`config.mk`:
```
export PLATFORM = sky130hd
export DESIGN_NAME = bnn_layer_sequencer
export DESIGN_NICKNAME = d
export VERILOG_FILES = /design/src/rtl/bnn_layer_sequencer.sv
export SDC_FILE = /design/constraint.sdc
export NUM_CORES = 1
export LEC_CHECK = 0
export BUFFER_PORTS_ARGS = -buffer_cell sky130_fd_sc_hd__clkbuf_2
export CORE_MARGIN = 2
export CORE_UTILIZATION = 57
export DETAILED_ROUTE_END_ITERATION = 6
export GPL_TIMING_DRIVEN = 0
export PLACE_DENSITY = 0.79
export SYNTH_ARGS = -nofsm -noshare
export SYNTH_HDL_FRONTEND = slang
export SYNTH_SLANG_ARGS = --single-unit
```
`constraint.sdc`:
```
create_clock -name iCLK -period 4 [get_ports iCLK]
set_clock_uncertainty 0.05 [all_clocks]
set_input_delay 0.2 -clock iCLK [delete_from_list [all_inputs] [get_ports iCLK]]
set_output_delay 0.2 -clock iCLK [all_outputs]
set_load 0.05 [all_outputs]
```
`src/rtl/bnn_layer_sequencer.sv`:
```
// Layer sequencer for the BNN accelerator: walks the per-layer descriptor table and
// issues read/weight/threshold addresses, accumulator framing and pooled write strobes.
//
// state | meaning
// IDLE  | waiting for iSTART
// LOAD  | latch descriptor for current layer, clear per-layer counters
// RUN   | one read per non-stalled cycle
// DRAIN | wait for pending writes to leave the delay line
// DONE  | one-cycle completion pulse
module bnn_layer_sequencer #(
   parameter int N_LAYERS    = 5,
   parameter int AW          = 9,
   parameter int CW          = 10,
   parameter int WAW         = 12,
   parameter int TAW         = 8,
   parameter int BANK_OFFSET = 252,
   parameter int PIPE_LAT    = 3,
   localparam int LW         = (N_LAYERS > 1) ? $clog2(N_LAYERS) : 1
) (
   input  logic           iCLK,
   input  logic           iRSTn,
   input  logic           iCLR,
   input  logic           iSTART,
   input  logic           iSTALL,
   output logic [LW-1:0]  oDESC_IDX,
   input  logic [CW-1:0]  iDESC_NACC,
   input  logic [CW-1:0]  iDESC_NOUT,
   input  logic [AW-1:0]  iDESC_STRIDE,
   input  logic [2:0]     iDESC_POOL,
   output logic           oRD_EN,
   output logic [AW-1:0]  oRD_ADDR,
   output logic [WAW-1:0] oW_ADDR,
   output logic [TAW-1:0] oTH_ADDR,
   output logic           oACC_CLR,
   output logic           oACC_LAST,
   output logic           oWR_EN,
   output logic [AW-1:0]  oWR_ADDR,
   output logic [LW-1:0]  oLAYER,
   output logic           oBUSY,
   output logic           oDONE
);

   typedef enum logic [2:0] {S_IDLE, S_LOAD, S_RUN, S_DRAIN, S_DONE} state_t;

   state_t              state_q, state_d;
   logic [LW-1:0]       layer_q;
   logic [CW-1:0]       nacc_m1_q, nout_m1_q, k_q, g_q;
   logic [AW-1:0]       stride_q, gbase_q, wcnt_q;
   logic [2:0]          pool_m1_q, pcnt_q;
   logic [WAW-1:0]      w_addr_q;
   logic [TAW-1:0]      th_addr_q;
   logic [PIPE_LAT-1:0] pipe_q;

   logic          issue, k_last, g_last, pool_full, wr_flag, wr_fire, last_layer;
   logic [AW-1:0] rd_base, wr_base;

   assign issue      = (state_q == S_RUN) && !iSTALL && !iCLR;
   assign k_last     = (k_q == nacc_m1_q);
   assign g_last     = (g_q == nout_m1_q);
   assign pool_full  = (pcnt_q == pool_m1_q);
   // last neuron of the layer also writes, flushing a partially filled pool group
   assign wr_flag    = issue && k_last && (pool_full || g_last);
   assign wr_fire    = pipe_q[PIPE_LAT-1] && !iCLR;
   assign last_layer = (layer_q == LW'(N_LAYERS - 1));
   assign rd_base    = layer_q[0] ? AW'(BANK_OFFSET) : '0;
   assign wr_base    = layer_q[0] ? '0 : AW'(BANK_OFFSET);

   always_comb begin
      state_d = state_q;
      case (state_q)
         S_IDLE:  if (iSTART) state_d = S_LOAD;
         S_LOAD:  state_d = S_RUN;
         S_RUN:   if (issue && k_last && g_last) state_d = S_DRAIN;
         S_DRAIN: if (pipe_q == '0) state_d = last_layer ? S_DONE : S_LOAD;
         S_DONE:  state_d = S_IDLE;
         default: state_d = S_IDLE;
      endcase
      if (iCLR) state_d = S_IDLE;
   end

   always_ff @(posedge iCLK or negedge iRSTn) begin
      if (!iRSTn) begin
         state_q   <= S_IDLE;
         layer_q   <= '0;
         nacc_m1_q <= '0;
         nout_m1_q <= '0;
         stride_q  <= '0;
         pool_m1_q <= '0;
         k_q       <= '0;
         g_q       <= '0;
         gbase_q   <= '0;
         wcnt_q    <= '0;
         pcnt_q    <= '0;
         w_addr_q  <= '0;
         th_addr_q <= '0;
         pipe_q    <= '0;
      end else begin
         state_q <= state_d;
         pipe_q  <= iCLR ? '0 : ((pipe_q << 1) | PIPE_LAT'(wr_flag));
         if (wr_fire) wcnt_q <= wcnt_q + 1'b1;
         if (iCLR) begin
            layer_q <= '0;
         end else begin
            case (state_q)
               S_IDLE: if (iSTART) begin
                  layer_q   <= '0;
                  w_addr_q  <= '0;
                  th_addr_q <= '0;
               end
               S_LOAD: begin
                  nacc_m1_q <= (iDESC_NACC == '0) ? '0 : iDESC_NACC - 1'b1;
                  nout_m1_q <= (iDESC_NOUT == '0) ? '0 : iDESC_NOUT - 1'b1;
                  pool_m1_q <= (iDESC_POOL == '0) ? '0 : iDESC_POOL - 3'd1;
                  stride_q  <= iDESC_STRIDE;
                  k_q       <= '0;
                  g_q       <= '0;
                  gbase_q   <= '0;
                  wcnt_q    <= '0;
                  pcnt_q    <= '0;
               end
               S_RUN: if (issue) begin
                  w_addr_q <= w_addr_q + 1'b1;
                  if (k_last) begin
                     k_q       <= '0;
                     g_q       <= g_q + 1'b1;
                     gbase_q   <= gbase_q + stride_q;
                     th_addr_q <= th_addr_q + 1'b1;
                     pcnt_q    <= pool_full ? 3'd0 : pcnt_q + 3'd1;
                  end else begin
                     k_q <= k_q + 1'b1;
                  end
               end
               S_DRAIN: if ((pipe_q == '0) && !last_layer) layer_q <= layer_q + 1'b1;
               default: ;
            endcase
         end
      end
   end

   assign oDESC_IDX = layer_q;
   assign oLAYER    = layer_q;
   assign oRD_EN    = issue;
   assign oRD_ADDR  = issue ? (rd_base + gbase_q + AW'(k_q)) : '0;
   assign oW_ADDR   = w_addr_q;
   assign oTH_ADDR  = th_addr_q;
   assign oACC_CLR  = issue && (k_q == '0);
   assign oACC_LAST = issue && k_last;
   assign oWR_EN    = wr_fire;
   assign oWR_ADDR  = wr_fire ? (wr_base + wcnt_q) : '0;
   assign oBUSY     = (state_q != S_IDLE);
   assign oDONE     = (state_q == S_DONE) && !iCLR;

endmodule
```
## Yosys cells after proc, flatten, opt, wreduce, memory -nomap -nowiden

Index checks and enable logic that the tools add are counted.

| word-level totals | value |
|---|---|
| bits in writable memories | 0 |
| output and inout port bits | 50 |
| memories kept | 0 |
| flip-flop bits (word level) | 102 |
| memory bits (read-only) | 0 |
| bits in latches | 0 |
| word-level logic and storage cells | 116 |

| operators by class | value |
|---|---|
| bitwise logic cells | 2 |
| add/subtract/negate cells | 14 |
| eq/ne operators | 15 |
| reductions and logical operators | 30 |
| multiply operators | 0 |
| shift-type cells | 0 |
| mux-type cells | 41 |
| $lt $le $gt $ge | 0 |
| divide/modulo/power cells | 0 |

Operator list:

| operator | number |
|---|---|
| $mux W9 | 7 |
| $mux W10 | 6 |
| $mux W8 | 5 |
| $pmux W10 S2 | 2 |
| $mux W3 | 13 |
| $logic_not A10 Y1 | 3 |
| $mux W12 | 2 |
| $pmux W12 S2 | 1 |
| $add A10 B1 Y10 const B | 2 |
| $eq A10 B10 Y1 | 2 |
| $sub A10 B1 Y10 const B | 2 |
| $add A8 B9 Y9 | 2 |
| $add A9 B9 Y9 | 2 |
| $pmux W9 S2 | 1 |
| $pmux W8 S2 | 1 |
| $add A12 B1 Y12 const B | 1 |
| $pmux W3 S2 | 2 |
| $pmux W3 S4 | 1 |
| $add A9 B1 Y9 const B | 1 |
| $logic_and A1 B1 Y1 | 9 |
| $logic_not A3 Y1 | 3 |
| $ne A3 B3 Y1 const B | 3 |
| $reduce_and A3 Y1 | 3 |
| $add A8 B1 Y8 const B | 1 |
| other kinds (17) | 27 |

## Depth between registers and ports, before layout

| depth | value |
|---|---|
| word-level depth | 8 |
| depth in mapped cells | 11 |
| gate-level depth less buffers | 10 |

## Least setup slack after synthesis

Ideal clock, no wire load.

| path | value |
|---|---|
| path kind | register -> output |
| from | reg layer_q[0] (netlist: oDESC_IDX[0]) |
| to | out oRD_ADDR[8] |
| required time | 3.750 ns |
| setup slack | 0.054 ns |
| data arrival time | 3.696 ns |
| stages on the path, launching flop included | 11 |
| path buffers | 0 |
| cells stage by stage | dfrtp_1 inv_1 fa_1 inv_1 ha_1 a21o_1 a21oi_1 o21ai_0 o41ai_1 xnor2_1 nor2_1 |

| between the ends | value |
|---|---|
| word-level cells in the longest chain between the ends | 4 |

RTL lines:

| element | line | text |
|---|---|---|
| start, declared | 46 | `logic [LW-1:0] layer_q;` |
| start signal, assigned | 133 | `S_DRAIN: if ((pipe_q == '0) && !last_layer) layer_q <= layer_q + 1'b1;` |
| $mux W8 | 65 | `assign rd_base = layer_q[0] ? AW'(BANK_OFFSET) : '0;` |
| $add A8 B9 Y9 | 143 | `assign oRD_ADDR = issue ? (rd_base + gbase_q + AW'(k_q)) : '0;` |
| $add A9 B9 Y9 | 143 |  |
| $mux W9 | 143 |  |
| end, declared | 31 | `output logic [AW-1:0] oRD_ADDR,` |

Every way passes these cells.

## Worst setup path in the final report

| path | value |
|---|---|
| from | reg layer_q[0] (netlist: oDESC_IDX[0]) |
| to | out oRD_ADDR[7] |

The elaborated chain is that of the path after synthesis.

==> tab_implementation.tex <==
\begin{tabular}{lr}
\hline
Metric & Value \\
\hline
\multicolumn{2}{l}{\textbf{STA}} \\
\quad Share of the clock period used by the worst path & 92.2\% \\
\quad Total setup violations reported at the end of the flow & 0 \\
\quad Pins Over Slew Limit & 0 \\
\quad Time the final worst path needs with I/O delays and setup & 3.69 ns \\
\quad Setup TNS after final layout & 0 ns \\
\quad Slew HR & 7.53\% \\
\quad Maximum clock frequency & 0.271 GHz \\
\quad Pin slew with the least headroom to its limit & 1.37 ns \\
\quad Unrepaired setup endpoints after global routing & false \\
\quad Number of failing hold endpoints at the final stage & 0 \\
\multicolumn{2}{l}{\textbf{Cells and area}} \\
\quad Final-stage net count & 872 \\
\quad Ant. Diodes & 0 \\
\quad Final instance count without filler cells & 934 \\
\quad Layout cell share with drive strength beyond 1 & 18.1\% \\
\quad Commonest cells after routing, fill and taps aside & sky130\_fd\_sc\_hd\_\_nand2\_1, sky130\_fd\_sc\_hd\_\_dfrtp\_1, sky130\_fd\_sc\_hd\_\_clkbuf\_2 \\
\quad Number of fillers in the final layout & 869 \\
\quad Area delta synth->final & 15.5\% \\
\multicolumn{2}{l}{\textbf{Synth}} \\
\quad Post-synthesis instance total & 678 \\
\quad Fraction of synthesized cell area taken by the top area cell type & 40.2\% \\
\quad Mean cell area of the mapped netlist & 9.36 um2 \\
\quad Portion of the post-synthesis area used by sequential elements & 40.2\% \\
\quad Net count after synthesis & 761 \\
\quad Post-synthesis cell type with the largest combined area & sky130\_fd\_sc\_hd\_\_dfrtp\_1 \\
\quad Share of flip-flops with an asynchronous set or reset after synthesis & 100\% \\
\quad Distinct cell type count of the synthesized netlist & 60 \\
\quad Post-synthesis sequential element count & 102 \\
\quad Most area-consuming cells after synthesis & sky130\_fd\_sc\_hd\_\_dfrtp\_1, sky130\_fd\_sc\_hd\_\_ha\_1, sky130\_fd\_sc\_hd\_\_nand2\_1 \\
\quad Top FF cell, synth & sky130\_fd\_sc\_hd\_\_dfrtp\_1 \\
\quad Synth warnings & 0 \\
\quad Combined area of all synthesized cells & 6340 um2 \\
\quad Number of flops mapped to enable cells by yosys & 0 \\
\multicolumn{2}{l}{\textbf{Place}} \\
\quad Final RePlAce weighted congestion & 0.886 \\
\quad Total half-perimeter wirelength after legalization and detailed placement & 11.1 mm \\
\quad Number of input and output port buffers inserted & 85 \\
\quad Instance count after placement with tap cells included & 904 \\
\multicolumn{2}{l}{\textbf{Global route}} \\
\quad Remaining Overflow, GRT & 0 \\
\quad Initial antenna violation count & 0 \\
\quad Tot GR Track Use & 25.8\% \\
\quad Via count of the first global-routing pass & 5110 \\
\quad Wire length of the first global-routing pass & 23.9 mm \\
\quad Pin count of the biggest net entering global routing & 59 \\
\multicolumn{2}{l}{\textbf{Routing}} \\
\quad Mean number of vias per cell & 5.64 \\
\quad Final routed wirelength across all metal layers & 14.6 mm \\
\quad Via total after detailed routing & 5264 \\
\quad Length of the first detailed-routing pass in iterations & 5 \\
\quad Post-route antenna net violation count & 0 \\
\quad Drt initial violations & 347 \\
\quad Routed wire length per instance & 15.6 um \\
\quad Number of DRC violations after detailed routing & 0 \\
\multicolumn{2}{l}{\textbf{Worst setup path}} \\
\quad Worst reg2reg setup slack & 1.02 ns \\
\quad Maximum fanout encountered on the critical timing path & 9 \\
\quad Kind of capture point of the worst setup path & primary output \\
\quad Arrival time at the worst endpoint & 3.44 ns \\
\quad Type of the setup path with the least slack & reg -> out \\
\quad Startpoint type of the worst setup path & flip-flop \\
\quad Worst endpoint required time & 3.75 ns \\
\multicolumn{2}{l}{\textbf{Die}} \\
\quad Area of the core & 10800 um2 \\
\quad Ports placed on the boundary & 87 \\
\quad Initial core utilization & 58.5\% \\
\quad Die Wd & 110 um \\
\quad Area of the die & 12000 um2 \\
\quad Die height & 110 um \\
\quad Number of rows created at floorplan & 38 \\
\multicolumn{2}{l}{\textbf{Pwr}} \\
\quad Reported leakage power & 3.58 nW \\
\quad Total power divided by cell area & 374 nW/um2 \\
\quad Highest ir drop seen on vdd & 0.212 mV \\
\multicolumn{2}{l}{\textbf{Clock network}} \\
\quad Clock root buffer master & sky130\_fd\_sc\_hd\_\_clkbuf\_8 \\
\quad Number of buffers inserted during clock tree synthesis & 9 \\
\quad Maximum buffer depth of the clock tree & 2 \\
\quad Number of H-tree branching levels & 3 \\
\quad TritonCTS clock tree & yes \\
\quad Clock transition at the registers of the reported paths & 0.11 ns \\
\quad Number of clock sinks & 102 \\
\quad Clock Latency Late Sink & 0.39 ns \\
\multicolumn{2}{l}{\textbf{Worst hold path}} \\
\quad Worst hold-check path type & in -> reg \\
\multicolumn{2}{l}{\textbf{Job}} \\
\quad Max-cap check violation count & 0 \\
\multicolumn{2}{l}{\textbf{Status}} \\
\quad Status & finished, final reports clean \\
\hline
\end{tabular}
cells by family after synthesis:
family,share of synthesized area (%)
AND/OR/NAND/NOR,21.3
adder cells (fa/ha/maj),10.1
multiplexers,0.670
AO/OA/AOI/OAI,11.8
buffers and inverters,4.18
flip-flops,40.2
XOR/XNOR,11.7
layer usage:
| layer | part of all wire, % | global-route usage (%) | vias to the layer above |
|---|---|---|---|
| li1 | - | - | 2546 |
| met1 | 44 | 33.4 | 2528 |
| met5 | 0 | 0 | - |
| met2 | 48 | 42.9 | 154 |
| met3 | 4.8 | 4.80 | 36 |
| met4 | 2.8 | 10.1 | 0 |
through the flow:
| stage | worst slack [ns] | power, mW | area [um2] | hold slack (ns) | utilization, % |
|---|---|---|---|---|---|
| 6_report | 0.312 | 2.74 | 7330 | 0.0172 | 67.6 |
| 5_1_grt | 0.0961 | 2.89 | 7330 | 0.0192 | 67.6 |
| 4_1_cts | 0.129 | 2.75 | 7320 | 0.0166 | 67.5 |
| 3_5_place_dp | 0.136 | 2.06 | 6980 | 0.234 | 64.3 |
| 3_3_place_gp | 0.281 | 2.01 | 6950 | 0.340 | 64.1 |
| 2_1_floorplan | 0.0538 | 1.85 | 6340 | -0.146 | - |
cell usage after synthesis, types with 3 or more instances:
cell type                  instances
sky130_fd_sc_hd__dfrtp_1         102
sky130_fd_sc_hd__nand2_1         101
sky130_fd_sc_hd__nor2_1           52
sky130_fd_sc_hd__o21ai_0          52
sky130_fd_sc_hd__xor2_1           39
sky130_fd_sc_hd__ha_1             37
sky130_fd_sc_hd__xnor2_1          37
sky130_fd_sc_hd__inv_1            33
sky130_fd_sc_hd__a21oi_1          29
sky130_fd_sc_hd__nand3_1          16
sky130_fd_sc_hd__nand4_1          14
sky130_fd_sc_hd__or3_1            14
sky130_fd_sc_hd__nor3_1           13
sky130_fd_sc_hd__and3_1            9
sky130_fd_sc_hd__fa_1              9
sky130_fd_sc_hd__nor4_1            9
sky130_fd_sc_hd__nand2b_1          8
sky130_fd_sc_hd__o31ai_1           8
sky130_fd_sc_hd__and2_1            7
sky130_fd_sc_hd__clkbuf_1          7
sky130_fd_sc_hd__nor2b_1           7
sky130_fd_sc_hd__a21o_1            6
sky130_fd_sc_hd__a31oi_1           4
sky130_fd_sc_hd__buf_2             4
sky130_fd_sc_hd__buf_6             4
sky130_fd_sc_hd__o21bai_1          4
sky130_fd_sc_hd__or2_2             4
sky130_fd_sc_hd__buf_4             3
sky130_fd_sc_hd__o22ai_1           3
sky130_fd_sc_hd__xnor2_2           3
power breakdown:
part	total [mW]	internal, mW	switching, mW
combinational	0.738	0.306	0.433
clock	0.685	0.297	0.388
sequential	1.32	1.18	0.134
total	2.74	1.79	0.955
worst paths after layout:
check                                    from           end  cells after the start
worst max-delay path             oDESC_IDX[0]   oRD_ADDR[7]                     11
worst min-delay path            iDESC_POOL[1]  pool_m1_q[1]                      3
worst max register to register     state_q[0]    gbase_q[8]                      7
worst min register to register    stride_q[6]   stride_q[6]                      2
max in group asynchronous               iRSTn  nout_m1_q[3]                      3
min in group asynchronous               iRSTn   oTH_ADDR[5]                      2
repair_timing:
| action | in CTS | in global routing |
|---|---|---|
| setup buffers | 1 | 0 |
| endpoints found under the hold margin | 56 | 0 |
| hold buffers | 13 | 0 |
| gates resized for setup | 2 | 2 |
| gates cloned | 0 | 0 |
| setup endpoints to repair | 3 | 1 |
worst max-delay path, stage by stage (launching register included):
cell                         delay [ns]
sky130_fd_sc_hd__dfrtp_4           0.58
sky130_fd_sc_hd__clkinvlp_4        0.15
sky130_fd_sc_hd__fa_1              0.55
sky130_fd_sc_hd__inv_1             0.07
sky130_fd_sc_hd__fa_1              0.45
sky130_fd_sc_hd__a21o_1            0.20
sky130_fd_sc_hd__a21oi_1           0.22
sky130_fd_sc_hd__o21bai_1          0.09
sky130_fd_sc_hd__a21oi_1           0.20
sky130_fd_sc_hd__xor2_1            0.09
sky130_fd_sc_hd__nor2_1            0.13
sky130_fd_sc_hd__clkbuf_2          0.30
sequential cells by signal, summed over array words and instances, names as in the netlist:
| name | cells |
|---|---|
| g_q | 10 |
| gbase_q | 9 |
| k_q | 10 |
| nacc_m1_q | 10 |
| nout_m1_q | 10 |
| oDESC_IDX | 3 |
| oTH_ADDR | 8 |
| oW_ADDR | 12 |
| pcnt_q | 3 |
| pipe_q | 3 |
| pool_m1_q | 3 |
| state_q | 3 |
| stride_q | 9 |
| wcnt_q | 9 |
cell type report:
type / instances / area, um2 / share of cell area, %
Clock inverter: 7 / 78.8 / 1.08
Tap cell: 140 / 175 / 2.39
Sequential cell: 102 / 2560 / 34.9
Inverter: 33 / 128 / 1.74
Buffer: 20 / 141 / 1.93
Multi-Input combinational cell: 523 / 3530 / 48.2
Timing Repair Buffer: 100 / 593 / 8.09
Clock buffer: 9 / 124 / 1.69
Note: power is estimated with default switching activity, not from simulation.
